File: config.mk
export PLATFORM = sky130hd
export DESIGN_NAME = load_store_unit_flat
export DESIGN_NICKNAME = d
export VERILOG_FILES = /design/src/rtl/lsu_pkg.sv /design/src/rtl/load_store_unit_if.sv /design/src/rtl/lsu_lane_mux.sv /design/src/rtl/load_store_unit.sv /design/src/flat_wrapper.sv
export SDC_FILE = /design/constraint.sdc
export NUM_CORES = 1
export LEC_CHECK = 0
export CORE_ASPECT_RATIO = 1.75
export CORE_UTILIZATION = 52
export CTS_CLUSTER_SIZE = 30
export DETAILED_ROUTE_END_ITERATION = 7
export PLACE_DENSITY = 0.86
export RECOVER_POWER = 50
export SETUP_SLACK_MARGIN = 0.1
export SYNTH_ARGS = -nofsm -noshare
export SYNTH_HDL_FRONTEND = slang
export SYNTH_HIERARCHICAL = 1
export SYNTH_SLANG_ARGS = --single-unit
File: constraint.sdc
create_clock -name clk -period 4.5 [get_ports clk]
set_input_delay 0.675 -clock clk [delete_from_list [all_inputs] [get_ports clk]]
set_output_delay 0.675 -clock clk [all_outputs]
set_load 0.01 [all_outputs]
File: src/rtl/lsu_pkg.sv
// Shared encodings for the load/store unit.
// Access sizes and FSM states.
package lsu_pkg;

  localparam logic [1:0] SZ_BYTE = 2'b00;
  localparam logic [1:0] SZ_HALF = 2'b01;
  localparam logic [1:0] SZ_WORD = 2'b10;

  typedef enum logic [1:0] {
    S_IDLE = 2'b00,
    S_RD   = 2'b01,
    S_WR   = 2'b10,
    S_RESP = 2'b11
  } state_t;

endpackage

File: src/rtl/load_store_unit_if.sv
// Word-addressed data-memory bus.
// master = load/store unit, slave = memory.
interface load_store_unit_if;

  logic        MemRead;
  logic        MemWrite;
  logic [31:0] Address;
  logic [31:0] WriteData;
  logic [31:0] ReadData;

  modport master (
    output MemRead, MemWrite,
    output Address, WriteData,
    input  ReadData
  );

  modport slave (
    input  MemRead, MemWrite,
    input  Address, WriteData,
    output ReadData
  );

endinterface

File: src/rtl/lsu_lane_mux.sv
// Little-endian lane merge for stores and
// lane extract/extend for loads.
module lsu_lane_mux
  import lsu_pkg::*;
(
  input  logic [31:0] word,
  input  logic [31:0] wdata,
  input  logic [1:0]  size,
  input  logic [1:0]  off,
  input  logic        sign_ext,
  output logic [31:0] merged,
  output logic [31:0] rdata
);

  logic [7:0]  b;
  logic [15:0] h;

  always_comb begin
    merged = wdata;
    rdata  = word;
    b      = word[{off, 3'b000} +: 8];
    h      = word[{off[1], 4'b0000} +: 16];
    case (size)
      SZ_BYTE: begin
        merged = word;
        merged[{off, 3'b000} +: 8] = wdata[7:0];
        rdata = {{24{sign_ext & b[7]}}, b};
      end
      SZ_HALF: begin
        merged = word;
        merged[{off[1], 4'b0000} +: 16] = wdata[15:0];
        rdata = {{16{sign_ext & h[15]}}, h};
      end
      default: begin
        merged = wdata;
        rdata  = word;
      end
    endcase
  end

endmodule

File: src/rtl/load_store_unit.sv
// Load/store unit: word-aligned memory initiator
// with sub-word read-modify-write and extract.
module load_store_unit
  import lsu_pkg::*;
#(
  parameter int MEM_WORDS = 256
) (
  input  logic        clk,
  input  logic        rst_n,
  input  logic        req,
  input  logic        we,
  input  logic [1:0]  size,
  input  logic        sign_ext,
  input  logic [31:0] addr,
  input  logic [31:0] wdata,
  output logic        busy,
  output logic        done,
  output logic        err,
  output logic [31:0] rdata,
  load_store_unit_if.master mem
);

  localparam logic [31:0] MW = 32'(MEM_WORDS);

  state_t      state_q, state_d;
  logic        we_q, we_d;
  logic [1:0]  size_q, size_d;
  logic        sext_q, sext_d;
  logic [1:0]  off_q, off_d;
  logic [31:0] wdata_q, wdata_d;
  logic [31:0] addr_q, addr_d;
  logic [31:0] word_q, word_d;
  logic        err_q, err_d;
  logic [31:0] rdata_q, rdata_d;

  logic        bad;
  logic [31:0] merged;
  logic [31:0] ext;

  lsu_lane_mux u_mux (
    .word     (word_q),
    .wdata    (wdata_q),
    .size     (size_q),
    .off      (off_q),
    .sign_ext (sext_q),
    .merged   (merged),
    .rdata    (ext)
  );

  always_comb begin
    bad = (size == 2'b11)
        | ((size == SZ_HALF) & addr[0])
        | ((size == SZ_WORD) & (addr[1:0] != 2'b00))
        | ({2'b00, addr[31:2]} >= MW);
  end

  always_comb begin
    state_d = state_q;
    we_d    = we_q;
    size_d  = size_q;
    sext_d  = sext_q;
    off_d   = off_q;
    wdata_d = wdata_q;
    addr_d  = addr_q;
    word_d  = word_q;
    err_d   = err_q;
    rdata_d = rdata_q;
    unique case (state_q)
      S_IDLE: begin
        if (req) begin
          we_d    = we;
          size_d  = size;
          sext_d  = sign_ext;
          off_d   = addr[1:0];
          wdata_d = wdata;
          addr_d  = {addr[31:2], 2'b00};
          err_d   = bad;
          if (bad)
            state_d = S_RESP;
          else if (we && size == SZ_WORD)
            state_d = S_WR;
          else
            state_d = S_RD;
        end
      end
      S_RD: begin
        word_d  = mem.ReadData;
        state_d = we_q ? S_WR : S_RESP;
      end
      S_WR: state_d = S_RESP;
      S_RESP: begin
        if (!we_q && !err_q)
          rdata_d = ext;
        state_d = S_IDLE;
      end
      default: state_d = S_IDLE;
    endcase
  end

  always_ff @(posedge clk or negedge rst_n) begin
    if (!rst_n) begin
      state_q <= S_IDLE;
      we_q    <= 1'b0;
      size_q  <= 2'b00;
      sext_q  <= 1'b0;
      off_q   <= 2'b00;
      wdata_q <= '0;
      addr_q  <= '0;
      word_q  <= '0;
      err_q   <= 1'b0;
      rdata_q <= '0;
    end else begin
      state_q <= state_d;
      we_q    <= we_d;
      size_q  <= size_d;
      sext_q  <= sext_d;
      off_q   <= off_d;
      wdata_q <= wdata_d;
      addr_q  <= addr_d;
      word_q  <= word_d;
      err_q   <= err_d;
      rdata_q <= rdata_d;
    end
  end

  assign busy          = (state_q != S_IDLE);
  assign done          = (state_q == S_RESP);
  assign err           = (state_q == S_RESP) & err_q;
  assign rdata         = rdata_q;
  assign mem.MemRead   = (state_q == S_RD);
  assign mem.MemWrite  = (state_q == S_WR);
  assign mem.Address   = addr_q;
  assign mem.WriteData = (state_q == S_WR) ? merged : 32'h0;

endmodule
File: src/flat_wrapper.sv
// flat-port wrapper written by rule: the top's interface ports become plain ports
module load_store_unit_flat import lsu_pkg::*;
#(
  parameter int MEM_WORDS = 256
)
  (clk, rst_n, req, we, size, sign_ext, addr, wdata, busy, done, err, rdata, mem_MemRead, mem_MemWrite, mem_Address, mem_WriteData, mem_ReadData);
  load_store_unit_if mem_i ();
  input  logic clk;
  input  logic rst_n;
  input  logic req;
  input  logic we;
  input  logic [1:0] size;
  input  logic sign_ext;
  input  logic [31:0] addr;
  input  logic [31:0] wdata;
  output logic busy;
  output logic done;
  output logic err;
  output logic [31:0] rdata;
  output wire logic [$bits(mem_i.MemRead)-1:0] mem_MemRead;
  output wire logic [$bits(mem_i.MemWrite)-1:0] mem_MemWrite;
  output wire logic [$bits(mem_i.Address)-1:0] mem_Address;
  output wire logic [$bits(mem_i.WriteData)-1:0] mem_WriteData;
  input wire logic [$bits(mem_i.ReadData)-1:0] mem_ReadData;
  assign mem_MemRead = mem_i.MemRead;
  assign mem_MemWrite = mem_i.MemWrite;
  assign mem_Address = mem_i.Address;
  assign mem_WriteData = mem_i.WriteData;
  assign mem_i.ReadData = mem_ReadData;
  load_store_unit #(.MEM_WORDS(MEM_WORDS)) u_core (.clk(clk), .rst_n(rst_n), .req(req), .we(we), .size(size), .sign_ext(sign_ext), .addr(addr), .wdata(wdata), .busy(busy), .done(done), .err(err), .rdata(rdata), .mem(mem_i));
endmodule
==> results of run 1 <==
-- cell families (layout without fill, tap and decap cells) --
| group | Yosys count | count (layout) | share of synthesized area |
|---|---|---|---|
| muxes | 153 | 153 | 0.2441 |
| and+or+nand+nor | 160 | 160 | 0.1190 |
| AOI/OAI and AO/OA | 91 | 91 | 0.1013 |
| DFF | 135 | 135 | 0.4797 |
| other | 1 | 2 | 0.0005325 |
| adders and majority gates | 10 | 10 | 0.01777 |
| buffers and inverters | 56 | 258 | 0.03749 |
-- metal layers --
metal / share of wire / wire length [um] / track usage / up-vias
met5: 0 / 0 / 0 / -
met4: 0.065 / 1406 / 0.2227 / 0
met3: 0.068 / 1471 / 0.08138 / 81
met2: 0.52 / 11290 / 0.5663 / 304
met1: 0.35 / 7615 / 0.3343 / 2820
li1: - / - / - / 2558
-- worst max-delay path, stage by stage (launching register included) --
cell             delay, ps
dfrtp_1                570
inv_2                  150
ha_1                   360
nor4b_1                370
nand2_1                100
nor2_1                 440
a221o_1                260
and2_1                 140
clkdlybuf4s50_1        560
-- cell usage in the layout, fill, tap and decap left out, types with 5 or more instances in the layout --
master,synthesis,routed
a21oi_1,9,9
a221o_1,12,12
a221o_2,7,7
a222oi_1,8,8
a22o_1,17,17
a22oi_1,8,8
and2_1,34,34
buf_4,3,5
clkbuf_16,0,17
clkbuf_8,0,5
clkdlybuf4s50_1,0,183
dfrtp_1,135,134
dlygate4sd3_1,0,17
ha_1,10,10
inv_1,18,18
mux2_2,148,148
nand2_1,80,79
nand2b_1,6,6
nor2_1,11,11
nor2b_1,6,6
nor4_1,5,5
o21ai_0,19,19
-- layout make-up --
cell class / count / area, um^2
Multi-Input combinational cell: 416 / 3406
Inverter: 19 / 71.32
Timing Repair Buffer: 208 / 2053
Sequential cell: 135 / 3379
Tap cell: 171 / 214.0
Fill cell: 906 / 3317
Clock inverter: 9 / 140.1
Clock buffer: 22 / 494.2
-- state kept, by name (all words and copies together) (netlist names) --
name,cells
u_core/wdata_q,32
u_core/size_q,2
u_core/word_q,32
u_core/rdata,32
u_core/sext_q,1
u_core/we_q,1
u_core/state_q,2
u_core/mem.Address,30
u_core/off_q,2
u_core/err_q,1
-- per-stage QoR --
step | cell area [um^2] | power, W | hold WS [ps] | utilization
6_report | 9758 | 0.007938 | 491.2 | 0.7463
3_3_place_gp | 9145 | 0.006327 | 477.4 | 0.6994
2_1_floorplan | 7046 | 0.004701 | 379.4 | -
5_1_grt | 9758 | 0.008346 | 504.9 | 0.7463
4_1_cts | 9779 | 0.007962 | 486.4 | 0.7479
3_5_place_dp | 9145 | 0.006438 | 478.2 | 0.6994
-- where the power goes --
group	leakage, nW	internal (W)	switching, W
logic	2.30	0.00217	0.00180
registers	1.62	0.00183	0.000676
clock network	0.305	0.000947	0.000521
total	4.22	0.00494	0.00300
-- path summary, 6_finish.rpt --
path                                   startpoint                     to  slack, ps  cells after the start
min in group asynchronous                   rst_n  u_core/mem.Address[3]        840                      1
max in group asynchronous                   rst_n       u_core/size_q[1]       1310                      2
worst min register to register   u_core/rdata[26]       u_core/rdata[26]        490                      1
worst max-delay path              u_core/off_q[0]      mem_WriteData[20]        460                      8
worst min-delay path             u_core/rdata[26]       u_core/rdata[26]        490                      1
worst max register to register  u_core/state_q[1]      u_core/word_q[24]       1790                      4
==> flow_summary.toml, run 1 <==
[grt]
grt_usage = 0.3213
grt_pass1_wl_um = 33820
overflow = 0
antenna_found_initial = 0
grt_pass1_vias = 6325
grt_max_degree = 84

[sta]
slew_headroom = -0.3525
finalCritPeriodShare = 0.8988
rsz0062_at_grt = "no"
setup_viol = 0
setup_tns_ps = 0
tightest_slew_ps = 2029
fmax_mhz = 247.3
drv_slew = 118
finClkSkew_ps = 12.78
period_needed_ps = 4044
setup_slack_ps = 455.6
hold_violations = 0

[clock_network]
clk_latency_ps = 420
clkTransAtPathRegs_ps = 60
postCtsSetupBuffers = 0
htree_levels = 4
clock-sinks = 135
cts_tree = "done"
cts_buffer_depth = 2
cts_made_buffers = 17
cts-resized-gates = 0
cts_hold_buf = 0
cts_root_buf = "clkbuf_16"

[final_layout]
final_cells = 980
diodes = 0
nets = 910
synthToLayoutAreaGrowth_pct = 38.57
drive_gt1_frac = 0.2559

[synthesis]
ys_ff_latch = 135
netlist_area_um2 = 7042
synth_cell_types = 49
synthMostInstantiatedCell = "mux2_2"
postSynthAreaPerCell_um2 = 11.62
yosysSeqAreaShare = 0.4797
postSynthCellCount = 606
synth_top_area_frac = 0.4797
ys_top_cells_by_count = "148 x mux2_2, 135 x dfrtp_1, 80 x nand2_1, 34 x and2_1, 19 x o21ai_0"
synth_edf_count = 0
synth-async-reset-ratio = 1.000
ys.flop_type = "dfrtp_1"
yosysTopAreaCell = "dfrtp_1"
synth_area_leaders = "dfrtp_1 48%, mux2_2 24%, nand2_1 4.3%"
ys_warn_count = 6

[placed_design]
preCtsSetupSlack_ps = 933.2
dp_hpwl_um = 15700
io_buffers = 201
globalplace.congestion = 0.9600
place_inst = 949

[critical_path]
required_ps = 3830
arrival_ps = 3370
cp-start-kind = "flip-flop"
cp-end-kind = "primary output"
critPathMaxFanout = 11
crit_type = "flip-flop to primary output"

[route]
drt_iter0_drc = 358
num_vias = 5763
drt_pass1_iterations = 5
wirelength_um = 21780
drc = 0
routed_via_density = 5.881
detail-route-antenna-nets = 0
wl_per_cell_um = 22.22

[die]
die_w_um = 89.97
die-area_um2 = 14030
start_util = 0.5386
ioPinCount = 204
rows = 55
die_y_um = 155.9
core_area_um2 = 13080

[power]
p_per_area_nw_per_um2 = 813.4
power_leakage_nw = 4.220
peakVddDrop_v = 0.0004068

[run_status]
status = "complete, but fails checks"
violations = "capacitance limit, slew limit"

[job]
cap_violations = 2

[min_path]
hp-class = "flip-flop to flip-flop"
No activity file was read; power rests on OpenSTA's default activity.
==> inputs of run 2 (changes only) <==
CORE_MARGIN = 5   (was not set)
==> flow_summary.toml, run 2 (synthesis results as in run 1) <==
[route]
routed_via_density = 5.888
drt_pass1_iterations = 5
num_vias = 5794
detail-route-antenna-nets = 0
wl_per_cell_um = 22.73
wirelength_um = 22360
drc = 0
drt_iter0_drc = 408

[power]
swShare = 0.3817
p_int_w = 0.004884
pwr-share-seq = 0.325
p_comb_frac = 0.496
pwr-share-clk = 0.179
peakVddDrop_v = 0.0005097
power_leakage_nw = 4.187
switching_power_w = 0.003015
p_per_area_nw_per_um2 = 811.9

[critical_path]
crit_type = "flip-flop to primary output"
critPathMaxFanout = 19
rr_startpoint = "u_core/state_q[1]"
crit_path_start = "u_core/size_q[0]"
cp-start-kind = "flip-flop"
cp-end-kind = "primary output"
required_ps = 3830
arrival_ps = 3370

[grt]
grt_pass1_vias = 6243
antenna_found_initial = 0
grt_max_degree = 73
overflow = 0
grt_pass1_wl_um = 34530
grt_usage = 0.2807

[placed_design]
io_buffers = 201
dp_hpwl_um = 17000
globalplace.congestion = 0.9633
preCtsSetupSlack_ps = 987.0

[job]
cap_violations = 4

[sta]
finClkSkew_ps = 7.786
period_needed_ps = 4040
hold_slack_ps = 503.8
finalCritPeriodShare = 0.8979
tightest_slew_ps = 1934
slew_headroom = -0.2891
setup_tns_ps = 0
hold_violations = 0
drv_slew = 174
fmax_mhz = 247.5
rsz0062_at_grt = "no"
setup_slack_ps = 459.6
setup_viol = 0

[clock_network]
htree_levels = 4
clock-sinks = 135
clkTransAtPathRegs_ps = 60
cts_buffer_depth = 2
postCtsSetupBuffers = 0
cts_root_buf = "clkbuf_16"
clk_latency_ps = 410
cts_made_buffers = 17
cts_tree = "done"
cts-resized-gates = 0
cts_hold_buf = 0

[die]
die-area_um2 = 16060
start_util = 0.5262
core_area_um2 = 13380
die_w_um = 97.97
ioPinCount = 204
die_y_um = 163.9
rows = 56

[final_layout]
final_common_cell = "clkdlybuf4s50_1"
synthToLayoutAreaGrowth_pct = 38.17
layout_common_cells = "199 x clkdlybuf4s50_1, 146 x mux2_2, 134 x dfrtp_1"
nets = 911
diodes = 0
drive_gt1_frac = 0.2506

[run_status]
status = "complete, but fails checks"
violations = "capacitance limit, slew limit"

[min_path]
hold_start = "u_core/rdata[9]"
hp-class = "flip-flop to flip-flop"
run 2: cell count changes in the layout (fill, tap and decap cells not counted):
cell             delta
clkbuf_8            -5
nand2_1             +1
inv_6               +2
clkbuf_2            -1
clkinv_2            +2
clkinv_4            +1
nand2_2             -1
clkbuf_1            +2
clkdlybuf4s50_1    +16
mux2_2              -2
mux2_1              +2
dlygate4sd3_1      -16
run 2: final cells by class:
| class | instances | area (um^2) |
|---|---|---|
| flip-flops and latches | 135 | 3379 |
| repair buffers | 209 | 2056 |
| multi-input cells | 416 | 3403 |
| inverters | 19 | 71.32 |
| well taps | 174 | 217.7 |
| clock buffers | 17 | 425.4 |
| clock inverters | 14 | 176.4 |
| fillers | 956 | 3654 |
run 2: metrics by stage:
stage / instance area (um^2) / util / std cells / power, W
2_1_floorplan: 7046 / - / 607 / 0.004701
3_3_place_gp: 9144 / 0.6832 / 953 / 0.006325
5_1_grt: 9729 / 0.7270 / 984 / 0.008341
6_report: 9729 / 0.7270 / 984 / 0.007899
4_1_cts: 9746 / 0.7282 / 984 / 0.007902
3_5_place_dp: 9144 / 0.6832 / 953 / 0.006442
run 2: worst paths after layout:
check | end | slack, ps | depth (start not counted)
max in group asynchronous | u_core/size_q[0] | 1160 | 2
worst min register to register | u_core/rdata[9] | 500 | 1
worst max register to register | u_core/state_q[0] | 1670 | 5
worst max-delay path | mem_WriteData[22] | 460 | 6
min in group asynchronous | u_core/wdata_q[7] | 750 | 1
worst min-delay path | u_core/rdata[9] | 500 | 1
run 2: worst max-delay path, cell delays in order, from the launching register on:
cell	delay, ps
dfrtp_1	730
inv_1	250
nor2_1	900
a22o_1	270
a221o_1	130
and2_1	130
clkdlybuf4s50_1	550
run 2: power groups by stage:
stage               logic, W  registers [W]  clock network (W)
floorplan            0.00236        0.00234                  0
global placement     0.00379        0.00254                  0
detailed placement   0.00389        0.00256                  0
CTS                  0.00392        0.00255            0.00143
global route         0.00423        0.00262            0.00149
finish               0.00392        0.00257            0.00141
run 2: metal layers:
metal,share of wire,track usage
met1,0.34,0.2914
met2,0.54,0.5118
met3,0.077,0.07225
met4,0.051,0.1512
met5,0,0
